--- src/rtl/scc_mapper_ctrl.sv ---
// Konami SCC/SCC+ cartridge mapper and bus sequencer.
// Holds the four 8 KB bank registers and the SCC+ mode register. Each accepted bus access
// goes to the SCC core, the external memory or an internal register. Read data returns
// to the bus through a single-outstanding handshake that gives up silently after TIMEOUT
// busy cycles.
module scc_mapper_ctrl #(
  parameter int unsigned TIMEOUT      = 63,
  parameter int unsigned SCCP_SUPPORT = 1
) (
  input  logic        clk,
  input  logic        n_reset,
  input  logic [15:0] bus_address,
  input  logic [7:0]  bus_write_data,
  input  logic        bus_read,
  input  logic        bus_write,
  input  logic        bus_memory,
  output logic        bus_read_ready,
  output logic [7:0]  bus_read_data,
  output logic [15:0] scc_address,
  output logic [7:0]  scc_write_data,
  output logic        scc_read,
  output logic        scc_write,
  input  logic        scc_read_ready,
  input  logic [7:0]  scc_read_data,
  output logic        scc_bank_en,
  output logic        sccp_bank_en,
  output logic        sccp_en,
  output logic [20:0] mem_address,
  output logic        mem_read,
  output logic        mem_write,
  output logic [7:0]  mem_write_data,
  input  logic        mem_busy,
  input  logic [7:0]  mem_read_data,
  input  logic        mem_read_valid
);

  localparam int unsigned CntW = (TIMEOUT > 1) ? $clog2(TIMEOUT + 1) : 1;
  localparam logic [CntW-1:0] CntLast = CntW'(TIMEOUT - 1);

  typedef enum logic [1:0] {StIdle, StSccRd, StMemReq, StMemRd} state_e;

  state_e          state_q, state_d;
  logic [CntW-1:0] cnt_q, cnt_d, cnt_inc;
  logic [3:0][7:0] bank_q, bank_d;
  logic [7:0]      mode_q, mode_d;
  logic [15:0]     scc_address_q, scc_address_d;
  logic [7:0]      scc_wdata_q, scc_wdata_d;
  logic            scc_read_q, scc_read_d, scc_write_q, scc_write_d;
  logic [20:0]     mem_address_q, mem_address_d;
  logic [7:0]      mem_wdata_q, mem_wdata_d;
  logic            mem_read_q, mem_read_d, mem_write_q, mem_write_d;
  logic            rdy_q, rdy_d;
  logic [7:0]      rdata_q, rdata_d;

  logic       in_range, req, scc_hit, mode_hit, bank_reg_hit, timed_out;
  logic [1:0] idx;
  logic [3:0] ram_wr;

  // Address decode of the current bus request
  assign in_range     = bus_address[15] ^ bus_address[14];  // 4000h-BFFFh
  assign idx          = {~bus_address[14], bus_address[13]};
  assign mode_hit     = (bus_address[15:1] == 15'h5fff);
  assign bank_reg_hit = (bus_address[12:11] == 2'b10);
  assign scc_hit      = ((bus_address[15:11] == 5'b10011) & scc_bank_en) |
                        ((bus_address[15:11] == 5'b10111) & sccp_bank_en);
  assign req          = (bus_read | bus_write) & bus_memory & in_range & (state_q == StIdle);

  assign ram_wr = {mode_q[4], mode_q[4] | mode_q[2], mode_q[4] | mode_q[1],
                   mode_q[4] | mode_q[0]};

  assign timed_out = (cnt_q >= CntLast);
  // Saturate so a late memory accept cannot wrap the counter past the limit
  assign cnt_inc   = timed_out ? cnt_q : cnt_q + 1'b1;

  assign sccp_en      = mode_q[5];
  assign scc_bank_en  = ~mode_q[5] & (bank_q[2][5:0] == 6'h3f);
  assign sccp_bank_en = mode_q[5] & bank_q[3][7];

  assign bus_read_ready = rdy_q;
  assign bus_read_data  = rdata_q;
  assign scc_address    = scc_address_q;
  assign scc_write_data = scc_wdata_q;
  assign scc_read       = scc_read_q;
  assign scc_write      = scc_write_q;
  assign mem_address    = mem_address_q;
  assign mem_write_data = mem_wdata_q;
  assign mem_read       = mem_read_q;
  assign mem_write      = mem_write_q;

  // Next-state: request routing, handshake sequencing and timeout
  always_comb begin
    state_d       = state_q;
    cnt_d         = cnt_q;
    bank_d        = bank_q;
    mode_d        = mode_q;
    scc_address_d = scc_address_q;
    scc_wdata_d   = scc_wdata_q;
    scc_read_d    = 1'b0;
    scc_write_d   = 1'b0;
    mem_address_d = mem_address_q;
    mem_wdata_d   = mem_wdata_q;
    mem_read_d    = mem_read_q;
    mem_write_d   = mem_write_q;
    rdy_d         = 1'b0;
    rdata_d       = rdata_q;

    unique case (state_q)
      StIdle: begin
        if (req) begin
          cnt_d = '0;
          if (scc_hit) begin
            scc_address_d = bus_address;
            if (bus_read) begin
              scc_read_d = 1'b1;
              state_d    = StSccRd;
            end else begin
              scc_write_d = 1'b1;
              scc_wdata_d = bus_write_data;
            end
          end else if (bus_read) begin
            mem_address_d = {bank_q[idx], bus_address[12:0]};
            mem_read_d    = 1'b1;
            state_d       = StMemReq;
          end else if (mode_hit) begin
            if (SCCP_SUPPORT != 0) mode_d = bus_write_data;
          end else if (bank_reg_hit && !ram_wr[idx]) begin
            bank_d[idx] = bus_write_data;
          end else if (ram_wr[idx]) begin
            mem_address_d = {bank_q[idx], bus_address[12:0]};
            mem_wdata_d   = bus_write_data;
            mem_write_d   = 1'b1;
            state_d       = StMemReq;
          end
        end
      end
      StSccRd: begin
        cnt_d = cnt_inc;
        if (scc_read_ready) begin
          rdata_d = scc_read_data;
          rdy_d   = 1'b1;
          state_d = StIdle;
        end else if (timed_out) begin
          state_d = StIdle;
        end
      end
      StMemReq: begin
        cnt_d = cnt_inc;
        if (!mem_busy) begin
          mem_read_d  = 1'b0;
          mem_write_d = 1'b0;
          state_d     = mem_read_q ? StMemRd : StIdle;
        end else if (timed_out) begin
          mem_read_d  = 1'b0;
          mem_write_d = 1'b0;
          state_d     = StIdle;
        end
      end
      StMemRd: begin
        cnt_d = cnt_inc;
        if (mem_read_valid) begin
          rdata_d = mem_read_data;
          rdy_d   = 1'b1;
          state_d = StIdle;
        end else if (timed_out) begin
          state_d = StIdle;
        end
      end
    endcase
  end

  // State and output registers
  always_ff @(posedge clk or negedge n_reset) begin
    if (!n_reset) begin
      state_q       <= StIdle;
      cnt_q         <= '0;
      bank_q        <= {8'h03, 8'h02, 8'h01, 8'h00};
      mode_q        <= 8'h00;
      scc_address_q <= 16'h0000;
      scc_wdata_q   <= 8'h00;
      scc_read_q    <= 1'b0;
      scc_write_q   <= 1'b0;
      mem_address_q <= 21'h000000;
      mem_wdata_q   <= 8'h00;
      mem_read_q    <= 1'b0;
      mem_write_q   <= 1'b0;
      rdy_q         <= 1'b0;
      rdata_q       <= 8'h00;
    end else begin
      state_q       <= state_d;
      cnt_q         <= cnt_d;
      bank_q        <= bank_d;
      mode_q        <= mode_d;
      scc_address_q <= scc_address_d;
      scc_wdata_q   <= scc_wdata_d;
      scc_read_q    <= scc_read_d;
      scc_write_q   <= scc_write_d;
      mem_address_q <= mem_address_d;
      mem_wdata_q   <= mem_wdata_d;
      mem_read_q    <= mem_read_d;
      mem_write_q   <= mem_write_d;
      rdy_q         <= rdy_d;
      rdata_q       <= rdata_d;
    end
  end

endmodule

--- config.mk ---
export PLATFORM = sky130hd
export DESIGN_NAME = scc_mapper_ctrl
export DESIGN_NICKNAME = d
export VERILOG_FILES = /design/src/rtl/scc_mapper_ctrl.sv
export SDC_FILE = /design/constraint.sdc
export NUM_CORES = 1
export LEC_CHECK = 0
export ABC_AREA = 1
export BUFFER_PORTS_ARGS = -buffer_cell sky130_fd_sc_hd__buf_2
export CAP_MARGIN = 10
export CORE_ASPECT_RATIO = 0.6
export CORE_MARGIN = 2
export CORE_UTILIZATION = 45
export DETAILED_ROUTE_END_ITERATION = 6
export PLACE_DENSITY = 0.69
export REMOVE_ABC_BUFFERS = 1
export SLEW_MARGIN = 10
export SYNTH_ARGS = -nofsm -noshare
export SYNTH_HDL_FRONTEND = slang
export SYNTH_SLANG_ARGS = --single-unit
--- constraint.sdc ---
create_clock -name clk -period 1.8 [get_ports clk]
set_input_delay 0.27 -clock clk [delete_from_list [all_inputs] [get_ports clk]]
set_output_delay 0.27 -clock clk [all_outputs]
set_load 0.02 [all_outputs]
---- Word level (Yosys, flattened, before mapping) ----
Index checks and enable logic that the tools add are counted.
storage, ports and cells
  bits in registers ....................... 112
  bits of input ports ..................... 48
  word-level logic and storage cells ...... 138
cells by class
  add/sub/neg operators ................... 1
  $lt $le $gt $ge ......................... 3
  equal/unequal tests ..................... 25
  mux-type cells .......................... 54
  bitwise logic cells ..................... 19
  reductions and logical operators ........ 19
operator list
  cell                    count
  $mux W21                4
  $bwmux W32              1
  $mux W8                 4
  $mux W2                 12
  $mux W1                 22
  $ne A2 B2 Y1 const B    11
  $bmux W8 S2             1
  $demux W8 S2            1
  $pmux W8 S2             1
  $eq A15 B15 Y1 const B  1
  $reduce_and A5 Y1       3
  $mux W6                 2
  $ne A3 B3 Y1 const B    4
  $pmux W6 S2             1
  $reduce_and A6 Y1       2
  $eq A5 B5 Y1 const B    2
  $pmux W2 S4             1
  $reduce_and A8 Y1       1
  $and A1 B1 Y1           7
  $reduce_and A7 Y1       1
  $add A6 B1 Y6 const B   1
  $eq A2 B2 Y1 const B    3
  $eq A6 B6 Y1 const B    1
  $ge A6 B6 Y1 const B    1
  18 further kinds        33

---- Longest topological paths before layout ----
  word-level depth ........................ 11
  depth in mapped cells ................... 11
  depth with buffers taken out ............ 10

---- Least setup slack after synthesis ----
OpenSTA, ideal clock, no wires.
  kind .................................... register to register
  start ................................... reg mode_q[5]
  end ..................................... reg scc_wdata_q[0] (netlist: scc_write_data[0])
  library setup time ...................... 0.120 ns
  arrival ................................. 1.462 ns
  slack ................................... 0.219 ns
  cell stages (with the launch flop) ...... 9
  buffers on the path ..................... 1
  period minus slack after synthesis ...... 1.581 ns
  path through ............................ dfrtp_1 -> nand2_1 -> inv_1 -> nand2_1 -> nand2_4 -> nand2_1 -> buf_2 -> o21ai_0 -> inv_1
on the way
  elaborated cells between the ends (all ways) .. 7
  classes of those cells .................. bitwise: 6; reduce/logical: 1
RTL lines
  what                         line  text
  start, declared              45    logic [7:0] mode_q, mode_d;
  start signal, assigned       192   mode_q <= mode_d;
  $and A1 B1 Y1                77    assign sccp_bank_en = mode_q[5] & bank_q[3][7];
  named net sccp_bank_en       26    output logic sccp_bank_en,
  $and A1 B1 Y1                65    ((bus_address[15:11] == 5'b10111) & sccp_bank_en);
  $or A1 B1 Y1                 64    assign scc_hit = ((bus_address[15:11] == 5'b10011) & scc_bank_en) |
  $reduce_and A4 Y1 (no line)  n/a
  end signal, assigned         194   scc_wdata_q <= scc_wdata_d;
  end, declared                47    logic [7:0] scc_wdata_q, scc_wdata_d;
The timed path passes the listed nets, and every way through them passes these cells.
A chain may end at the register's enable or synchronous reset.

---- Worst setup path in the final report ----
  start ................................... reg bank_q[17] (netlist name)
  end ..................................... out scc_bank_en
on the way
  cells in the longest elaborated chain, start to end .. 2
ends and longest elaborated chain
  what                    line  text
  start, declared         44    logic [3:0][7:0] bank_q, bank_d;
  start signal, assigned  176   bank_q <= {8'h03, 8'h02, 8'h01, 8'h00};
  start signal, assigned  191   bank_q <= bank_d;
  $eq A6 B6 Y1            76    assign scc_bank_en = ~mode_q[5] & (bank_q[2][5:0] == 6'h3f);
  $and A1 B1 Y1           76
  end, declared           25    output logic scc_bank_en,
No other way between the ends.

==> results.md <==
Routing:
- In the final routed layout, each cell accounts on average for 14.92 um.
- The pre-antenna-repair detailed-routing pass consisted of 5 iterations.
- The number of design rule violations left after detail routing is 0.
- The routed design has 12,890 um of wire.
- For this block, the initial DRC count from the detailed router was 288.
- The antenna violation net count after detailed routing is 0.
- The via count of the routed design is 4,324.
- The via density per instance is 5.005.

GRT:
- The number of antenna violations at the first check in global routing is 0.
- Global routing finished with a remaining overflow of 0.
- Entering global routing, the biggest net connects 38 pins.
- The overall fraction of global-route tracks in use is 0.2198.
- The global-route wire length before repair is 20,810 um.
- The via count of the first global-routing pass came to 4,129.

Finish:
- After the last flow step, the layout net total stands at 771.
- The post-route core utilization is 0.5772.
- 0 antenna diodes ended up in the layout.
- The most common library cell in the layout ignoring fill and taps is nand2_1.
- The fraction of layout cells with a size suffix above 1 is 0.2593.
- In the layout the commonest cells are nand2_1, buf_2, dfrtp_1, inv_1, o21ai_0.
- The area growth from synthesis to final layout is 22.77%.

Yosys:
- In this run, synthesis produced a sequential element count of 111.
- The count of distinct cell types in the synthesized netlist is 34.
- Yosys printed 0 warnings.
- In this run the mean area of a mapped cell was 8.631 sq um.
- Summing every instance area after synthesis gives 5066 sq um.
- The cell count after synthesis came out at 587.
- The share of the Yosys chip area taken by registers is 0.5493.

STA:
- The slew at the pin closest to its max-slew limit is 0.5074 ns.
- The total count of max-transition violations in the final report was 0.
- The final number of setup-violating endpoints is 0.
- For the finished layout, the period the worst path requires is 1.741 ns.
- Setup total negative slack on the finished layout was measured at 0 ns.
- The maximum clock frequency is 0.5744 GHz.
- The final hold violation count was 0.
- The worst clock skew is 0.006800 ns.
- The worst max-slew margin expressed relative to the limit is 0.6609.
- Setup repair after global routing left no endpoint under its margin.
- The post-route fraction of the period consumed by the critical path is 0.9671.
- The hold slack is 0.1757 ns.

Floorplan:
- The horizontal extent of the die is 141.0 um.
- The height of the die is 86.19 um.
- The area inside the core boundary is 10,780 sq um.
- The effective utilization at floorplan is 0.4701.
- The number of top-level design ports is 117.
- The row count is 29.
- The die covers 12,150 sq um.

Worst setup path:
- Across all register-to-register paths, the minimum setup slack is 0.11 ns.
- The critical setup path kind is reg -> out.
- The required time of the worst setup path is 1.53 ns.
- Of all nets on the critical path, the largest fanout is 2.
- The worst endpoint data arrival time is 1.47 ns.
- STA classifies the critical path endpoint as an output pin.
- In this run the critical register-to-register path is launched from bank_q[17]$_DFFE_PN1P_.
- The critical path ends at scc_bank_en.
- The worst register-to-register path has a depth of 8.
- In this run the critical register-to-register path is captured at scc_write$_DFF_PN0_.
- The worst setup path is launched from a flop.
- The critical path starts at bank_q[17]$_DFFE_PN1P_.

Min path:
- The min-delay analysis places its worst path in the category in -> reg.

Clock network:
- The clock sink count is 111.
- The clock-pin slew on the worst setup and hold paths is 0.07 ns.
- The maximum number of buffers from clock root to sink is 2.
- The TritonCTS buffer count is 9.
- The root buffer selected by CTS is clkbuf_16.
- The clock insertion delay at the later pin of the skew report is 0.35 ns.
- TritonCTS built the clock tree.
- The H-tree level count is 3.

Power and ir drop:
- The static leakage is 0.003414 uW.
- Summing internal, switching and leakage power gives 7676 uW.
- The total power per unit cell area is 1234 nW/um^2.
- The worst voltage drop across the vdd grid is 679.3 uV.

Place:
- The quantity of I/O buffers inserted on ports is 116.
- Detailed placement ended at an HPWL of 9632 um.
- The final weighted congestion in routability-driven placement is 0.8427.

Run status:
- The run finished with clean final reports.

Run:
- The tool flagged a number of max-cap violations equal to 0.
synth_stat cells, drive strengths merged:
master	number	area, sq um
or2	4	25.02
buf	12	95.09
a31oi	8	50.05
nand2	175	710.7
nor4	1	6.260
ha	2	25.02
clkbuf	3	11.26
xor2	3	26.28
nand4	5	31.28
nand3	30	167.7
nor3	1	10.01
o21ai	78	390.4
a21oi	9	45.04
o31ai	1	7.510
o22ai	8	50.05
dfrtp	107	2678
dfstp	4	105.1
nor2	53	292.8
o221ai	4	35.03
inv	79	304.0
critical path: stages, from the launching register on:
cell and delay (ns):
dfstp_2 0.54, nand2_1 0.08, nor4_2 0.29, buf_2 0.22
final cells by class:
| cell class | count | area (sq um) |
|---|---|---|
| clock buffers | 11 | 242.7 |
| flip-flops and latches | 111 | 2783 |
| fillers | 986 | 4557 |
| clock inverters | 4 | 30.03 |
| well taps | 139 | 173.9 |
| repair buffers | 138 | 788.3 |
| multi-input cells | 382 | 1898 |
| inverters | 79 | 304.0 |
registers in the layout, indices dropped and copies added, names as in the netlist:
| register | count |
|---|---|
| scc_write_data | 8 |
| scc_address | 16 |
| mem_write_data | 8 |
| state_q | 2 |
| cnt_q | 6 |
| scc_read | 1 |
| scc_write | 1 |
| mem_write | 1 |
| bus_read_ready | 1 |
| mem_address | 21 |
| bank_q | 32 |
| bus_read_data | 8 |
| mode_q | 5 |
| mem_read | 1 |
worst min-delay path by stage:
stage | cells past startpoint | slack [ns] | endpoint | start
after CTS | 2 | 0.16 | scc_write$_DFF_PN0_ | bus_read
after global placement | 1 | 0.19 | cnt_q[1]$_DFFE_PN0P_ | n_reset
after detailed placement | 1 | 0.20 | cnt_q[1]$_DFFE_PN0P_ | n_reset
final | 3 | 0.18 | bus_read_data[7]$_DFFE_PN0P_ | scc_read_data[7]
after floorplan | 0 | -0.03 | bank_q[0]$_DFFE_PN0P_ | n_reset
after global routing | 3 | 0.18 | bus_read_data[4]$_DFFE_PN0P_ | scc_read_data[4]
what timing repair did:
| item | 4_1_cts | 5_1_grt |
|---|---|---|
| endpoints found under the hold margin | 21 | 0 |
| pin swaps | 0 | 1 |
| resized for setup | 1 | 5 |
| hold buffers | 1 | 0 |
| setup buffers | 0 | 3 |
| endpoints found under the setup margin | 1 | 24 |
report_power, final:
part	total (uW)	internal, uW	switching [uW]
clock network	1860	978	884
registers	3280	3000	288
logic	2530	884	1650
total	7680	4860	2820
stage by stage:
step / instance area (sq um) / setup WS, ns / cells
6_report: 6220 / 0.05915 / 864
5_1_grt: 6220 / 0.0003972 / 864
4_1_cts: 6178 / 0.04244 / 861
3_5_place_dp: 5889 / -0.006312 / 845
3_3_place_gp: 5889 / 0.01473 / 845
2_1_floorplan: 4960 / 0.1571 / 572
routing by layer:
layer,part of all wire,GRT usage,wire (um),up-vias
met3,0.072,0.05525,928,10
met5,0,0,0,-
met1,0.49,0.3295,6375,2035
met2,0.43,0.3290,5492,142
li1,-,-,-,2137
met4,0.0076,0.04091,98,0
kinds of logic (layout without fill, tap and decap cells):
| logic type | Yosys count | count (layout) | share of synthesized area |
|---|---|---|---|
| AND/OR/NAND/NOR | 269 | 269 | 0.2455 |
| flip-flops | 111 | 111 | 0.5493 |
| AO/OA/AOI/OAI | 108 | 108 | 0.1141 |
| buffers and inverters | 94 | 232 | 0.08101 |
| XOR/XNOR | 3 | 3 | 0.005187 |
| adder cells (fa/ha/maj) | 2 | 2 | 0.004939 |
(Power assumes the default switching activity.)
